**src/rtl/rd_sweep_ctrl.sv**
```systemverilog
// Sweep sequencer for one rd_engine: derives per-point parameter words, starts the
// engine, gathers latency statistics and emits one result record per point.
module rd_sweep_ctrl #(
  parameter int PARAMS_BITS = 256,
  parameter int PTS_W       = 8,
  parameter int TO_W        = 32
) (
  input  logic                   clk,
  input  logic                   rst_n,
  input  logic                   sweep_start,
  input  logic [PARAMS_BITS-1:0] base_params,
  input  logic [1:0]             sweep_mode,
  input  logic [PTS_W-1:0]       num_points,
  input  logic [TO_W-1:0]        timeout_cycles,
  output logic                   eng_start,
  output logic [PARAMS_BITS-1:0] eng_params,
  input  logic                   eng_end_of_exec,
  input  logic [63:0]            eng_lat_timer_sum,
  input  logic                   eng_lat_timer_valid,
  input  logic [15:0]            eng_lat_timer,
  output logic                   res_valid,
  input  logic                   res_ready,
  output logic [PTS_W-1:0]       res_point,
  output logic [63:0]            res_cycles,
  output logic [15:0]            res_lat_min,
  output logic [15:0]            res_lat_max,
  output logic [31:0]            res_samples,
  output logic                   res_timeout,
  output logic                   sweep_busy,
  output logic                   sweep_done
);

  localparam logic [2:0] S_IDLE   = 3'd0;
  localparam logic [2:0] S_SETUP  = 3'd1;
  localparam logic [2:0] S_START  = 3'd2;
  localparam logic [2:0] S_RUN    = 3'd3;
  localparam logic [2:0] S_REPORT = 3'd4;
  localparam logic [2:0] S_DONE   = 3'd5;

  // Replace the swept 32-bit field with (field << idx); shifts past 31 yield 0.
  function automatic logic [PARAMS_BITS-1:0] sweep_word(input logic [PARAMS_BITS-1:0] base,
                                                        input logic [1:0]             mode,
                                                        input logic [PTS_W-1:0]       idx);
    logic [PARAMS_BITS-1:0] w;
    w = base;
    case (mode)
      2'd0:    w[63:32]   = base[63:32] << idx;
      2'd1:    w[159:128] = base[159:128] << idx;
      2'd2:    w[31:0]    = base[31:0] << idx;
      default: w = base;
    endcase
    return w;
  endfunction

  logic [2:0]             state_q, state_d;
  logic [1:0]             setup_cnt_q, setup_cnt_d;
  logic [PTS_W-1:0]       i_q, i_d, num_q, num_d;
  logic [PARAMS_BITS-1:0] base_q, base_d, eng_params_q, eng_params_d;
  logic [1:0]             mode_q, mode_d;
  logic [TO_W-1:0]        to_lim_q, to_lim_d, to_cnt_q, to_cnt_d, to_next;
  logic [PTS_W-1:0]       i_next;
  logic                   eng_start_q, eng_start_d, res_valid_q, res_valid_d;
  logic                   res_timeout_q, res_timeout_d, busy_q, busy_d, done_q, done_d;
  logic [63:0]            res_cycles_q, res_cycles_d;
  logic [15:0]            lat_min_q, lat_min_d, lat_max_q, lat_max_d;
  logic [31:0]            samples_q, samples_d;

  always_comb begin
    state_d       = state_q;
    setup_cnt_d   = setup_cnt_q;
    i_d           = i_q;
    num_d         = num_q;
    base_d        = base_q;
    mode_d        = mode_q;
    to_lim_d      = to_lim_q;
    to_cnt_d      = to_cnt_q;
    eng_params_d  = eng_params_q;
    eng_start_d   = 1'b0;
    res_valid_d   = res_valid_q;
    res_timeout_d = res_timeout_q;
    res_cycles_d  = res_cycles_q;
    lat_min_d     = lat_min_q;
    lat_max_d     = lat_max_q;
    samples_d     = samples_q;
    done_d        = 1'b0;
    to_next       = to_cnt_q + {{(TO_W-1){1'b0}}, 1'b1};
    i_next        = i_q + {{(PTS_W-1){1'b0}}, 1'b1};
    case (state_q)
      S_IDLE: begin
        if (sweep_start) begin
          base_d   = base_params;
          mode_d   = sweep_mode;
          num_d    = num_points;
          to_lim_d = timeout_cycles;
          i_d      = '0;
          if (num_points == '0) begin
            state_d = S_DONE;
          end else begin
            state_d      = S_SETUP;
            setup_cnt_d  = 2'd1;
            eng_params_d = sweep_word(base_params, sweep_mode, '0);
          end
        end else begin
          state_d = S_IDLE;
        end
      end
      S_SETUP: begin
        lat_min_d = 16'hFFFF;
        lat_max_d = 16'h0000;
        samples_d = 32'd0;
        // Entered from REPORT with count 0: the word is rebuilt first, then held two cycles.
        if (setup_cnt_q == 2'd0) begin
          eng_params_d = sweep_word(base_q, mode_q, i_q);
        end else begin
          eng_params_d = eng_params_q;
        end
        if (setup_cnt_q == 2'd2) begin
          state_d     = S_START;
          eng_start_d = 1'b1;
        end else begin
          setup_cnt_d = setup_cnt_q + 2'd1;
        end
      end
      S_START: begin
        to_cnt_d = '0;
        state_d  = S_RUN;
      end
      S_RUN: begin
        if (eng_lat_timer_valid) begin
          lat_min_d = (eng_lat_timer < lat_min_q) ? eng_lat_timer : lat_min_q;
          lat_max_d = (eng_lat_timer > lat_max_q) ? eng_lat_timer : lat_max_q;
          samples_d = (samples_q == 32'hFFFF_FFFF) ? samples_q : samples_q + 32'd1;
        end else begin
          samples_d = samples_q;
        end
        if (eng_end_of_exec) begin
          res_cycles_d  = eng_lat_timer_sum;
          res_timeout_d = 1'b0;
          res_valid_d   = 1'b1;
          state_d       = S_REPORT;
        end else if ((to_lim_q != '0) && (to_next == to_lim_q)) begin
          res_cycles_d  = {{(64-TO_W){1'b0}}, to_next};
          res_timeout_d = 1'b1;
          res_valid_d   = 1'b1;
          state_d       = S_REPORT;
        end else begin
          to_cnt_d = to_next;
        end
      end
      S_REPORT: begin
        if (res_ready) begin
          res_valid_d = 1'b0;
          if (res_timeout_q || (i_next == num_q)) begin
            state_d = S_DONE;
          end else begin
            i_d         = i_next;
            setup_cnt_d = 2'd0;
            state_d     = S_SETUP;
          end
        end else begin
          state_d = S_REPORT;
        end
      end
      S_DONE: begin
        done_d  = 1'b1;
        state_d = S_IDLE;
      end
      default: state_d = S_IDLE;
    endcase
    busy_d = (state_d != S_IDLE);
  end

  always_ff @(posedge clk or negedge rst_n) begin
    if (!rst_n) begin
      state_q       <= S_IDLE;
      setup_cnt_q   <= 2'd0;
      i_q           <= '0;
      num_q         <= '0;
      base_q        <= '0;
      mode_q        <= 2'd0;
      to_lim_q      <= '0;
      to_cnt_q      <= '0;
      eng_params_q  <= '0;
      eng_start_q   <= 1'b0;
      res_valid_q   <= 1'b0;
      res_timeout_q <= 1'b0;
      res_cycles_q  <= 64'd0;
      lat_min_q     <= 16'hFFFF;
      lat_max_q     <= 16'h0000;
      samples_q     <= 32'd0;
      busy_q        <= 1'b0;
      done_q        <= 1'b0;
    end else begin
      state_q       <= state_d;
      setup_cnt_q   <= setup_cnt_d;
      i_q           <= i_d;
      num_q         <= num_d;
      base_q        <= base_d;
      mode_q        <= mode_d;
      to_lim_q      <= to_lim_d;
      to_cnt_q      <= to_cnt_d;
      eng_params_q  <= eng_params_d;
      eng_start_q   <= eng_start_d;
      res_valid_q   <= res_valid_d;
      res_timeout_q <= res_timeout_d;
      res_cycles_q  <= res_cycles_d;
      lat_min_q     <= lat_min_d;
      lat_max_q     <= lat_max_d;
      samples_q     <= samples_d;
      busy_q        <= busy_d;
      done_q        <= done_d;
    end
  end

  assign eng_start   = eng_start_q;
  assign eng_params  = eng_params_q;
  assign res_valid   = res_valid_q;
  assign res_point   = i_q;
  assign res_cycles  = res_cycles_q;
  assign res_lat_min = lat_min_q;
  assign res_lat_max = lat_max_q;
  assign res_samples = samples_q;
  assign res_timeout = res_timeout_q;
  assign sweep_busy  = busy_q;
  assign sweep_done  = done_q;

endmodule

```
**config.mk**
```make
export PLATFORM = sky130hd
export DESIGN_NAME = rd_sweep_ctrl
export DESIGN_NICKNAME = d
export VERILOG_FILES = /design/src/rtl/rd_sweep_ctrl.sv
export SDC_FILE = /design/constraint.sdc
export NUM_CORES = 2
export LEC_CHECK = 0
export ABC_AREA = 1
export CELL_PAD_IN_SITES_DETAIL_PLACEMENT = 1
export CELL_PAD_IN_SITES_GLOBAL_PLACEMENT = 1
export CORE_AREA = 2 2 316 318
export DETAILED_ROUTE_END_ITERATION = 8
export DIE_AREA = 0 0 318 320
export PLACE_DENSITY_LB_ADDON = 0.15
export SLEW_MARGIN = 20
export SYNTH_ARGS = -nofsm -noshare
export SYNTH_HDL_FRONTEND = slang
export SYNTH_SLANG_ARGS = --single-unit
```
**constraint.sdc**
```tcl
create_clock -name clk -period 5.29 [get_ports clk]
set_clock_uncertainty 0.15 [all_clocks]
set_input_delay 1.058 -clock clk [delete_from_list [all_inputs] [get_ports clk]]
set_output_delay 1.058 -clock clk [all_outputs]
set_load 0.1 [all_outputs]
```
---- Word-level counts from Yosys, hierarchy flattened ----
Cells that the tools add are included.
cells by class
  $add $sub $neg .......................... 4
  order comparisons ....................... 2
  equal/unequal tests ..................... 24
  shift operators ......................... 3
  muxes and demuxes ....................... 47
  reduce and logical (&&, ||, !) cells .... 25
operators by type and width
  kind                                           number
  two-way mux 256 bit                            3
  case mux 256 bit (2 select lines)              1
  two-way mux 32 bit                             7
  two-way mux 64 bit                             2
  case mux 32 bit (2 select lines)               2
  << shifter 32 x 8 -> 32 bit                    3
  adder 32 x 1 -> 32 bit, second input constant  2
  two-way mux 16 bit                             4
  case mux 16 bit (2 select lines)               2
  == test 32 bit                                 1
  == test 32 bit, second input constant          1
  nonzero test 32 bit                            1
  two-way mux 8 bit                              3
  != test 2 bit, second input constant           12
  two-way mux 3 bit                              7
  > comparator 16 bit                            1
  less-than comparator 16 bit                    1
  case mux 8 bit (2 select lines)                1
  case mux 3 bit (5 select lines)                1
  AND reduction 3 bit                            5
  nonzero test 2 bit                             6
  two-way mux 2 bit                              5
  adder 8 x 1 -> 8 bit, second input constant    1
  == test 8 bit                                  1
  19 further kinds                               32
word-level totals
  flip-flop bits (word level) ............. 732
  logic and storage cells ................. 123

---- Longest topological paths before layout ----
  depth in word-level cells ............... 7
  mapped depth ............................ 20
  depth with buffers taken out ............ 19

---- Worst setup path after synthesis ----
No wires, ideal clock.
  path kind ............................... register to register
  from .................................... register samples_q[1], in the netlist res_samples[1]
  to ...................................... register samples_q[25], in the netlist res_samples[25]
  library setup time ...................... 135 ps
  data arrival time ....................... 2642 ps
  data required time ...................... 5005 ps
  setup slack ............................. 2363 ps
  stages on the path, launching flop included .. 10
  path buffers ............................ 2
  cells stage by stage .................... dfrtp_1 ha_1 nand2_1 nor3_1 nor3b_1 nand3_1 nand2_1 clkbuf_1 clkbuf_1 o31ai_1
between the ends
  word-level cells in the longest chain between the ends .. 4
  elaborated cells on any way between the ends .. 7
  classes of those cells .................. add/sub: 1; eq/ne: 2; mux: 3; reduce/logical: 1
RTL lines
  what                              line  source
  start: declaration                66    logic [31:0] samples_q, samples_d;
  start signal: assignment          209   samples_q <= samples_d;
  adder 32 x 1 -> 32 bit            132   samples_d = (samples_q == 32'hFFFF_FFFF) ? samples_q : samples_q + 32'd1;
  two-way mux 32 bit                132
  two-way mux 32 bit                129   if (eng_lat_timer_valid) begin
  case mux 32 bit (2 select lines)  88    case (state_q)
Several ways; a longest one is shown, not always the timed one. The select of a mux whose other input is x is not followed.
A chain may end at the register's enable or synchronous reset.

---- Worst setup path in the final report ----
  from .................................... register i_q[1], in the netlist res_point[1]
  to ...................................... output port res_point[1]
RTL lines
  what                      line  source
  start: declaration        57    logic [PTS_W-1:0] i_q, i_d, num_q, num_d;
  start signal: assignment  196   i_q <= i_d;
  end: declaration          23    output logic [PTS_W-1:0] res_point,
No word-level cell between the ends.

==> metrics.txt <==
total routing resource utilization after global routing=0.323; startpoint-to-endpoint class of the critical path=register to output pin; post-CTS sizing=0; maximum number of pins on one net before global-route repair=196; cell breakdown of the critical path=clkdlybuf4s50_1; CP arrival=2.91 ns; final hold vios=0; ys flop type=sky130_fd_sc_hd__dfrtp_1; unrepaired setup endpoints after global routing=no; count of input and output buffers=between 700 and 800; worst setup path endpoint=res_point[1]; kind of start point of the critical path=register; number of fill cells in the layout=between 10000 and 15000; WL final=approximately 170000 µm; Req. time, crit path=~4.1 ns; average wire per standard cell=22.7 µm; worst reg2reg setup slack=around 1.5 ns; highest attainable clock frequency=243 MHz; effective utilization at floorplan=0.399; R2R Path Start=res_point[0]$_DFFE_PN0P_; first-pass GRT wire length=255000 µm; routability-driven placement congestion ratio=roughly 0.94; floorplan row count=roughly 120; via count=between 40000 and 50000; TNS Setup=0 ns; Clock Root Buffer=sky130_fd_sc_hd__clkbuf_16; number of nets in the finished design=6436; leading cell type in the layout, fill and taps excluded=sky130_fd_sc_hd__nand2_1; Seq cells post-synth=around 730; H-tree levels=3; finished layout cell area=slightly above 0.05 mm²; slowest stage cell on the critical path=sky130_fd_sc_hd__clkdlybuf4s50_1; vertical die dimension=approximately 320 µm; Worst setup startpoint=res_point[1]$_DFFE_PN0P_; fraction of registers with async set or reset after synthesis=1.00; cell area power density=805 mW/mm²; sequential standard cell area=between 0.015 and 0.02 mm²; maximum number of buffers from clock root to sink=3; total clock sinks=around 730; count of yosys warnings during synthesis=0; outcome=complete, no violations; post-route antenna net violation count=0; initial antenna violation count=35; total half-perimeter wirelength after legalization and detailed placement=roughly 120000 µm; synthesized net count=around 5900; Iteration-0 DRC Markers=2960; Overflow after GRT=0; post-synth top area share=0.458; core region area=between 0.09 and 0.1 mm²; distinct cell type count of the synthesized netlist=47; worst reg-to-reg path cell count=12; TritonCTS clock tree=yes; largest area contributor in the netlist=sky130_fd_sc_hd__dfrtp_1; area occupied by multi-input gates=around 0.018 mm²; drt pass-1 iters=5; Gate Count Post-Synth=between 5000 and 6000; portion of the post-synthesis area used by sequential elements=0.469; CTS buffer count=87; Crit path depth=1; num ports=781; number of pins with negative max-slew slack in the final report=0; Critical Path Fanout Max=41; count of max-cap constraint violations=0; DRC violation count after routing=0; maximum vdd drop=0.689 mV; Worst-path clk slew=0.06 ns; ratio of routed vias to standard cells=about 5.5; transition at the pin with the smallest max-transition slack=between 1 and 1.5 ns; fraction of layout instances using a drive strength above 1=0.0476; fin crit share=0.778; count of flip-flops with a built-in enable after synthesis=0; # setup viols final=0; area enclosed by the die boundary=a little over 0.1 mm²; post-CTS setup buffer count=0; commonest non-fill, non-tap cells in the layout=sky130_fd_sc_hd__nand2_1, sky130_fd_sc_hd__clkdlybuf4s50_1, sky130_fd_sc_hd__dfrtp_1; number of buffer and inverter stages on the critical path=1; placement-stage cell area=between 0.04 and 0.05 mm²; via count of the first global-routing pass=around 42000; biggest area contributors in the synthesized netlist=sky130_fd_sc_hd__dfrtp_1, sky130_fd_sc_hd__nand2_1, sky130_fd_sc_hd__o21ai_0, sky130_fd_sc_hd__nor2_1, sky130_fd_sc_hd__nand3_1; clock latency of the later-clocked register in the worst-skew pair=about 0.69 ns; area grow syn2layout=29.9%; minimum clock period after layout=roughly 4.1 ns; leak pwr=23.3 nW; Reg2Reg Capture Point=res_point[4]$_DFFE_PN0P_; largest stage delay on the critical path=1.28 ns; class of the tightest hold or removal check=input pin to async pin; count of hold buffers inserted by post-cts repair=0; cell family contributing the most delay on the critical path=buffers and inverters; horizontal die dimension=around 320 µm; syn_area_per_cell=slightly above 7 µm²; Syn Std Cell Area=slightly below 0.04 mm²; relative slew slack=0.0919; nature of the critical path endpoint=output pin
## worst min path at each step
stage / end / slack (ns)
6_report: res_samples[18]$_DFFE_PN0P_ / 0.23
5_1_grt: res_samples[18]$_DFFE_PN0P_ / 0.27
4_1_cts: res_samples[18]$_DFFE_PN0P_ / 0.28
3_5_place_dp: base_q[101]$_DFFE_PN0P_ / 0.32
3_3_place_gp: base_q[105]$_DFFE_PN0P_ / 0.31
2_1_floorplan: sweep_done$_DFF_PN0_ / 0.29
## stage by stage
| step | total power, mW | utilization | setup slack (ns) | hold slack [ns] | cells |
|---|---|---|---|---|---|
| 6_report | 40.9 | 0.518 | 1.17 | 0.229 | 7388 |
| 3_3_place_gp | 34.1 | 0.488 | 1.33 | 0.311 | 7214 |
| 5_1_grt | 43.1 | 0.518 | 1.10 | 0.273 | 7387 |
| 3_5_place_dp | 34.6 | 0.488 | 1.22 | 0.315 | 7214 |
| 2_1_floorplan | 27.1 | - | 2.36 | 0.295 | 5433 |
| 4_1_cts | 41.1 | 0.518 | 1.11 | 0.281 | 7375 |
## cells by family after synthesis
group / share of synthesized area
AO/OA/AOI/OAI: 0.141
XOR/XNOR: 0.00650
adder cells (fa/ha/maj): 0.0115
buffers and inverters: 0.0659
flip-flops: 0.469
multiplexers: 0.00333
AND/OR/NAND/NOR: 0.303
## power by group
group	switching (mW)	leakage, nW	internal, mW
combinational	19.0	12.9	5.80
clock	2.66	1.44	3.55
sequential	1.70	9.01	8.19
total	23.3	23.3	17.5
## routing by layer
metal,global-route usage,part of all wire,up-vias
met3,0.0797,0.067,312
met5,0,0.0013,-
met4,0.116,0.037,32
met1,0.407,0.42,20100
met2,0.537,0.48,1110
li1,-,-,18800
## registers in the layout, indices dropped and copies added (netlist names), 16 cells and up
register	cells
base_q	256
eng_params	256
res_cycles	64
res_lat_max	16
res_lat_min	16
res_samples	32
to_cnt_q	32
to_lim_q	32
## synthesized netlist by cell type, types with 32 or more instances
| cell type | n |
|---|---|
| sky130_fd_sc_hd__nand2_1 | 2185 |
| sky130_fd_sc_hd__dfrtp_1 | 716 |
| sky130_fd_sc_hd__o21ai_0 | 525 |
| sky130_fd_sc_hd__nor2_1 | 407 |
| sky130_fd_sc_hd__inv_1 | 296 |
| sky130_fd_sc_hd__nand3_1 | 292 |
| sky130_fd_sc_hd__clkbuf_1 | 260 |
| sky130_fd_sc_hd__a31oi_1 | 168 |
| sky130_fd_sc_hd__a21oi_1 | 152 |
| sky130_fd_sc_hd__o211ai_1 | 64 |
| sky130_fd_sc_hd__buf_2 | 41 |
| sky130_fd_sc_hd__ha_1 | 36 |
| sky130_fd_sc_hd__nor3_1 | 34 |
| sky130_fd_sc_hd__buf_1 | 32 |
## layout make-up
class                   count  share of cell area
diodes                     13            0.000641
flip-flops and latches    732               0.361
well taps                1287              0.0317
inverters                 305              0.0229
repair buffers            841               0.166
multi-input cells        4049               0.359
clock buffers             131              0.0507
clock inverters            30             0.00752
Power figures use the tool's default switching activity.
